$ cat src/rtl/audio_dac_tx.sv
// audio_dac_tx -- I2S transmit path toward the WM8731 DAC.
//   Accepts {left,right} sample pairs through a write/write_ready handshake into
//   a small FIFO. Each pair is shifted MSB-first onto AUD_DACDAT in I2S format,
//   framed by the codec-driven AUD_BCLK / AUD_DACLRCK. Both are sampled into the
//   clk domain before their edges are detected.
// Ports:
//   clk, reset_n                      system clock, asynchronous active-low reset
//   write, writedata_left/right       push request and signed sample pair
//   write_ready                       FIFO not full (combinational from count)
//   AUD_BCLK, AUD_DACLRCK             codec bit / frame clocks (asynchronous)
//   AUD_DACDAT                        registered serial data to the DAC
//   underflow_count                   frames started with an empty FIFO (saturating)
//   active                            a frame has started since reset
module audio_dac_tx #(
   parameter int DATA_WIDTH  = 24,
   parameter int FIFO_DEPTH  = 4,
   parameter int UFLOW_WIDTH = 8
) (
   input  logic                   clk,
   input  logic                   reset_n,
   input  logic                   write,
   input  logic [DATA_WIDTH-1:0]  writedata_left,
   input  logic [DATA_WIDTH-1:0]  writedata_right,
   output logic                   write_ready,
   input  logic                   AUD_BCLK,
   input  logic                   AUD_DACLRCK,
   output logic                   AUD_DACDAT,
   output logic [UFLOW_WIDTH-1:0] underflow_count,
   output logic                   active
);

   typedef enum logic [1:0] {IDLE = 2'd0, DELAY = 2'd1, SHIFT = 2'd2, PAD = 2'd3} state_t;

   localparam int PTR_W  = $clog2(FIFO_DEPTH);
   localparam int CNT_W  = $clog2(FIFO_DEPTH) + 1;
   localparam int BIT_W  = $clog2(DATA_WIDTH) + 1;
   localparam int PAIR_W = 2 * DATA_WIDTH;

   logic                   bclk_meta_r, bclk_sync_r, bclk_hist_r;
   logic                   lr_meta_r, lr_sync_r, lr_hist_r;
   logic                   bclk_fall_s, lr_fall_s, lr_rise_s;

   logic [PAIR_W-1:0]      fifo_mem_r [FIFO_DEPTH];
   logic [PTR_W-1:0]       wr_ptr_r, rd_ptr_r;
   logic [CNT_W-1:0]       count_r;
   logic                   push_s, pop_s, empty_s;

   state_t                 state_r;
   logic [DATA_WIDTH-1:0]  left_r, right_r, shreg_r, chan_s;
   logic [BIT_W-1:0]       sent_r;
   logic                   dacdat_r, active_r;
   logic [UFLOW_WIDTH-1:0] uflow_r;

   // Two-flop synchronizers plus one history flop per codec clock.
   // Everything resets to 0 so that a low pin at release can never look like a
   // falling edge and start a partial frame.
   always_ff @(posedge clk or negedge reset_n) begin
      if (!reset_n) begin
         bclk_meta_r <= 1'b0;
         bclk_sync_r <= 1'b0;
         bclk_hist_r <= 1'b0;
         lr_meta_r   <= 1'b0;
         lr_sync_r   <= 1'b0;
         lr_hist_r   <= 1'b0;
      end else begin
         bclk_meta_r <= AUD_BCLK;
         bclk_sync_r <= bclk_meta_r;
         bclk_hist_r <= bclk_sync_r;
         lr_meta_r   <= AUD_DACLRCK;
         lr_sync_r   <= lr_meta_r;
         lr_hist_r   <= lr_sync_r;
      end
   end

   // Edge detection, FIFO handshake and channel selection.
   always_comb begin
      bclk_fall_s = bclk_hist_r & ~bclk_sync_r;
      lr_fall_s   = lr_hist_r & ~lr_sync_r;
      lr_rise_s   = ~lr_hist_r & lr_sync_r;
      write_ready = (count_r != CNT_W'(FIFO_DEPTH));
      empty_s     = (count_r == CNT_W'(0));
      push_s      = write & write_ready;
      // Every frame start consumes one entry when there is one.
      pop_s       = lr_fall_s & ~empty_s;
      chan_s      = lr_sync_r ? right_r : left_r;
   end

   // FIFO storage; contents are qualified by count, so they need no reset.
   always_ff @(posedge clk) begin
      if (push_s) begin
         fifo_mem_r[wr_ptr_r] <= {writedata_left, writedata_right};
      end
   end

   // FIFO pointers and occupancy; push and pop in one cycle leave count alone.
   always_ff @(posedge clk or negedge reset_n) begin
      if (!reset_n) begin
         wr_ptr_r <= PTR_W'(0);
         rd_ptr_r <= PTR_W'(0);
         count_r  <= CNT_W'(0);
      end else begin
         if (push_s) begin
            wr_ptr_r <= wr_ptr_r + PTR_W'(1);
         end
         if (pop_s) begin
            rd_ptr_r <= rd_ptr_r + PTR_W'(1);
         end
         case ({push_s, pop_s})
            2'b10:   count_r <= count_r + CNT_W'(1);
            2'b01:   count_r <= count_r - CNT_W'(1);
            default: count_r <= count_r;
         endcase
      end
   end

   // Serializer state machine. LR edges take priority over a bit-clock edge
   // seen in the same cycle; that bit-clock edge then serves as the delay slot.
   always_ff @(posedge clk or negedge reset_n) begin
      if (!reset_n) begin
         state_r  <= IDLE;
         left_r   <= '0;
         right_r  <= '0;
         shreg_r  <= '0;
         sent_r   <= BIT_W'(0);
         dacdat_r <= 1'b0;
         active_r <= 1'b0;
         uflow_r  <= UFLOW_WIDTH'(0);
      end else if (lr_fall_s) begin
         state_r  <= DELAY;
         active_r <= 1'b1;
         if (empty_s) begin
            left_r  <= '0;
            right_r <= '0;
            if (uflow_r != {UFLOW_WIDTH{1'b1}}) begin
               uflow_r <= uflow_r + UFLOW_WIDTH'(1);
            end
         end else begin
            {left_r, right_r} <= fifo_mem_r[rd_ptr_r];
         end
      end else if (lr_rise_s && (state_r != IDLE)) begin
         state_r <= DELAY;
      end else if (bclk_fall_s) begin
         case (state_r)
            IDLE: begin
               dacdat_r <= 1'b0;
            end
            DELAY: begin
               dacdat_r <= chan_s[DATA_WIDTH-1];
               shreg_r  <= {chan_s[DATA_WIDTH-2:0], 1'b0};
               sent_r   <= BIT_W'(1);
               state_r  <= SHIFT;
            end
            SHIFT: begin
               if (sent_r == BIT_W'(DATA_WIDTH)) begin
                  dacdat_r <= 1'b0;
                  state_r  <= PAD;
               end else begin
                  dacdat_r <= shreg_r[DATA_WIDTH-1];
                  shreg_r  <= {shreg_r[DATA_WIDTH-2:0], 1'b0};
                  sent_r   <= sent_r + BIT_W'(1);
               end
            end
            PAD: begin
               dacdat_r <= 1'b0;
            end
            default: begin
               dacdat_r <= 1'b0;
               state_r  <= IDLE;
            end
         endcase
      end
   end

   assign AUD_DACDAT      = dacdat_r;
   assign underflow_count = uflow_r;
   assign active          = active_r;

endmodule

$ cat config.mk
export PLATFORM = sky130hd
export DESIGN_NAME = audio_dac_tx
export DESIGN_NICKNAME = d
export VERILOG_FILES = /design/src/rtl/audio_dac_tx.sv
export SDC_FILE = /design/constraint.sdc
export NUM_CORES = 1
export LEC_CHECK = 0
export CAP_MARGIN = 20
export CORE_MARGIN = 10
export CORE_UTILIZATION = 40
export CTS_CLUSTER_DIAMETER = 200
export CTS_CLUSTER_SIZE = 24
export DETAILED_ROUTE_END_ITERATION = 8
export PLACE_DENSITY = 0.68
export REMOVE_ABC_BUFFERS = 1
export SYNTH_ARGS = -nofsm -noshare
export SYNTH_HDL_FRONTEND = slang
export SYNTH_SLANG_ARGS = --single-unit
$ cat constraint.sdc
create_clock -name clk -period 2.2 [get_ports clk]
set_input_delay 0.44 -clock clk [delete_from_list [all_inputs] [get_ports clk]]
set_output_delay 0.44 -clock clk [all_outputs]
set_load 0.01 [all_outputs]
==> impl_results.md <==
- Data arrival, critical path: 2.45 ns
- Pin count of the biggest net entering global routing: 52
- Die ar.: 36,000 sq um
- Vias per cell: 5.15
- M2 GR Usage: 20.2%
- Fin Clk Skew: 0.0151 ns
- Async SR Flop Fraction: 34.7%
- Number of flops mapped to enable cells by yosys: 192
- Max-cap viol count: 0
- Clock Latency Late Sink: 0.49 ns
- Post-CTS setup repair buffer count: 0
- Post-route minimum period: 2.03 ns
- RSZ-0062 raised after global routing: no
- H-tree depth: 1
- Pre-antenna DRT Iters: 4
- Final instance area: 13,300 sq um
- Count of port buffers added during placement: 63
- Final nets: 766
- Top Ports: 64
- Tightest Pin Transition: 0.649 ns
- Initial drt markers: 368
- R2R setup slack: 0.17 ns
- Crit Path Class: reg2reg
- Seq cells post-synth: 294
- Min-delay worst type: in2reg
- Synth unique cells: 45
- First-pass GRT wire length: 34,200 microns
- Worst R2R Start: count_r[0]$_DFFE_PN0P_
- CTS Buffer Depth: 3
- Final worst slack: 0.173 ns
- R2R depth: 10
- Antenna violations before repair: 1
- Core footprint: 28,500 sq um
- Reg clk slew, reported paths: 0.10 ns
- Endpoints failing setup: 0
- Ys Warns: 0
- Total grt overflow: 0
- Layout cells sized above 1: 18.5%
- Main synth FF type: edfxtp_1
- Drt total wl: 21,400 microns
- Synth Cell Area: 11,500 sq um
- Placement Setup Slack: 0.0492 ns
- Maximum vdd ir drop: 0.752 mV
- Power Density: 1140 nW/um^2
- Total CTS buffers: 16
- Sequential fraction of the synthesis area: 72.2%
- CP Launch Point: count_r[0]$_DFFE_PN0P_
- Final worst-path cycle share: 92.1%
- CTS Sinks: 294
- Final count of hold timing violations: 0
- Crit start category: flip-flop
- GR met3 Demand/Resource: 2.22%
- Root Buffer: clkbuf_16
- Reg-to-reg endpoint: count_r[2]$_DFFE_PN0P_
- Data required time of the worst path: 2.63 ns
- Status: finished clean
- Chip height: 190 microns
- Via count: 5,658
- Initial Utilization: 40.4%
- Antenna violation net count after detailed routing: 0
- Average size of a mapped cell: 18.3 sq um
- Crit path to: count_r[2]$_DFFE_PN0P_
- Vias in the first global route: 5,968
- GRT Total Usage: 11.9%
- Cells after Synth: 629
- Grt met1 use: 15.9%
- Area growth, synth to finish: 15.8%
- Hpwl dp: 13,200 microns
- Critical Path Sink Type: flip-flop
- Pins Over Slew Limit: 0
- Num rows: 62
- P_leak: 4.83 nW
- Worst relative slew slack: 56.7%
- Placer Congestion: 0.790
- DR WL/cell: 19.5 microns
- CTS tree: yes
- Die width: 190 microns
- Area after DPL: 12,900 sq um
- DRC Markers: 0
- GRT Max-Usage Layer: met2
- FMAX: 493 MHz
- CP Max Fanout: 6
[state kept, by name (all words and copies together), names as in the netlist, 2 cells and up]
name / cells
sent_r: 6
wr_ptr_r: 2
left_r: 24
fifo_mem_r: 192
rd_ptr_r: 2
count_r: 3
shreg_r: 23
state_r: 2
right_r: 24
underflow_count: 8
[synthesized netlist by cell type, drive strengths merged, types with 4 or more instances]
cell	count	area share (%)
edfxtp	192	50
ha	8	0.87
o21ai	27	1.3
nand3	8	0.39
nor2	8	0.26
clkbuf	11	0.36
inv	13	0.42
dfrtp	102	22
nor3	5	0.22
buf	23	1.1
nand2b	5	0.27
xor2	4	0.30
and3	5	0.27
mux2	25	3.0
nand2	34	1.1
mux2i	27	2.3
mux4	48	9.4
a22o	48	3.6
a21oi	6	0.26
xnor2	7	0.60
[final cells by class]
cell class / instances / area [sq um]
Antenna cell: 1 / 2.50
Timing Repair Buffer: 91 / 1010
Clock inverter: 1 / 20.0
Fill cell: 2502 / 15200
Sequential cell: 294 / 8320
Inverter: 13 / 48.8
Multi-Input combinational cell: 288 / 3010
Tap cell: 384 / 480
Clock buffer: 26 / 459
[power by group]
part / total [mW] / switching, mW / internal [mW]
Combinational: 3.96 / 1.76 / 2.20
Clock: 3.17 / 1.69 / 1.47
Sequential: 8.07 / 0.695 / 7.38
Total: 15.2 / 4.15 / 11.1
[per-layer routing]
| metal | wire [microns] | share of wire, % |
|---|---|---|
| met1 | 9560 | 45 |
| met2 | 10600 | 50 |
| met3 | 921 | 4.3 |
| met4 | 268 | 1.3 |
| met5 | 0 | 0 |
[how the worst min path moves through the flow]
stage	from	end	slack, ns	cells past startpoint
finish	AUD_BCLK	bclk_meta_r$_DFF_PN0_	0.38	1
floorplan	reset_n	AUD_DACDAT$_DFFE_PN0P_	0.14	0
detailed placement	lr_meta_r$_DFF_PN0_	lr_sync_r$_DFF_PN0_	0.34	0
global route	AUD_BCLK	bclk_meta_r$_DFF_PN0_	0.36	1
global placement	bclk_sync_r$_DFF_PN0_	bclk_hist_r$_DFF_PN0_	0.36	0
CTS	AUD_BCLK	bclk_meta_r$_DFF_PN0_	0.36	1
[critical path, cell delays in order (launching register included)]
cell     delay, ns
dfrtp_1       0.41
inv_1         0.10
nand3_1       0.17
and2_1        0.22
inv_1         0.06
ha_1          0.17
inv_1         0.06
fa_1          0.37
xor2_1        0.15
nor2_1        0.11
xor2_1        0.15
[timing repair]
action                                 CTS  global route
resized for setup                        0             1
setup endpoints to repair                0             1
hold buffers                             1             0
endpoints found under the hold margin   36             0
[placed cells by master, fill, tap and decap left out, types with 4 or more instances in the layout]
cell type / Yosys / final
mux4_2: 48 / 48
inv_1: 12 / 12
mux2_2: 7 / 7
clkbuf_16: 0 / 17
edfxtp_1: 192 / 192
mux2i_1: 27 / 27
buf_4: 1 / 15
xor2_1: 4 / 4
a22o_1: 48 / 48
and3_2: 0 / 4
nor2_1: 8 / 8
o21ai_0: 26 / 26
mux2_4: 18 / 18
buf_12: 0 / 13
ha_1: 8 / 8
xnor2_1: 6 / 6
nand2b_1: 5 / 4
dfrtp_1: 102 / 100
a21oi_1: 6 / 6
nand3_1: 7 / 7
nand2_1: 34 / 34
clkbuf_1: 11 / 9
clkdlybuf4s50_1: 0 / 61
nor3_1: 5 / 5
[through the flow]
stage	power (mW)	hold slack, ns	util (%)	setup TNS, ns	std cells
3_5_place_dp	12.3	0.340	45.0	0	1069
5_1_grt	16.1	0.357	46.7	0	1097
2_1_floorplan	10.8	0.144	-	-133.10	595
4_1_cts	15.5	0.357	46.7	0	1097
6_report	15.2	0.375	46.8	0	1098
3_3_place_gp	12.2	0.359	45.0	0	1069
[cells by family after synthesis]
kind of cell,share of synthesized area [%]
muxes,14.8
buffers and inverters,1.88
xor gates and xnor gates,0.901
adders and majority gates,1.04
and+or+nand+nor,3.39
AOI/OAI and AO/OA,5.88
DFF,72.2
Note: power is estimated with default switching activity, not from simulation.
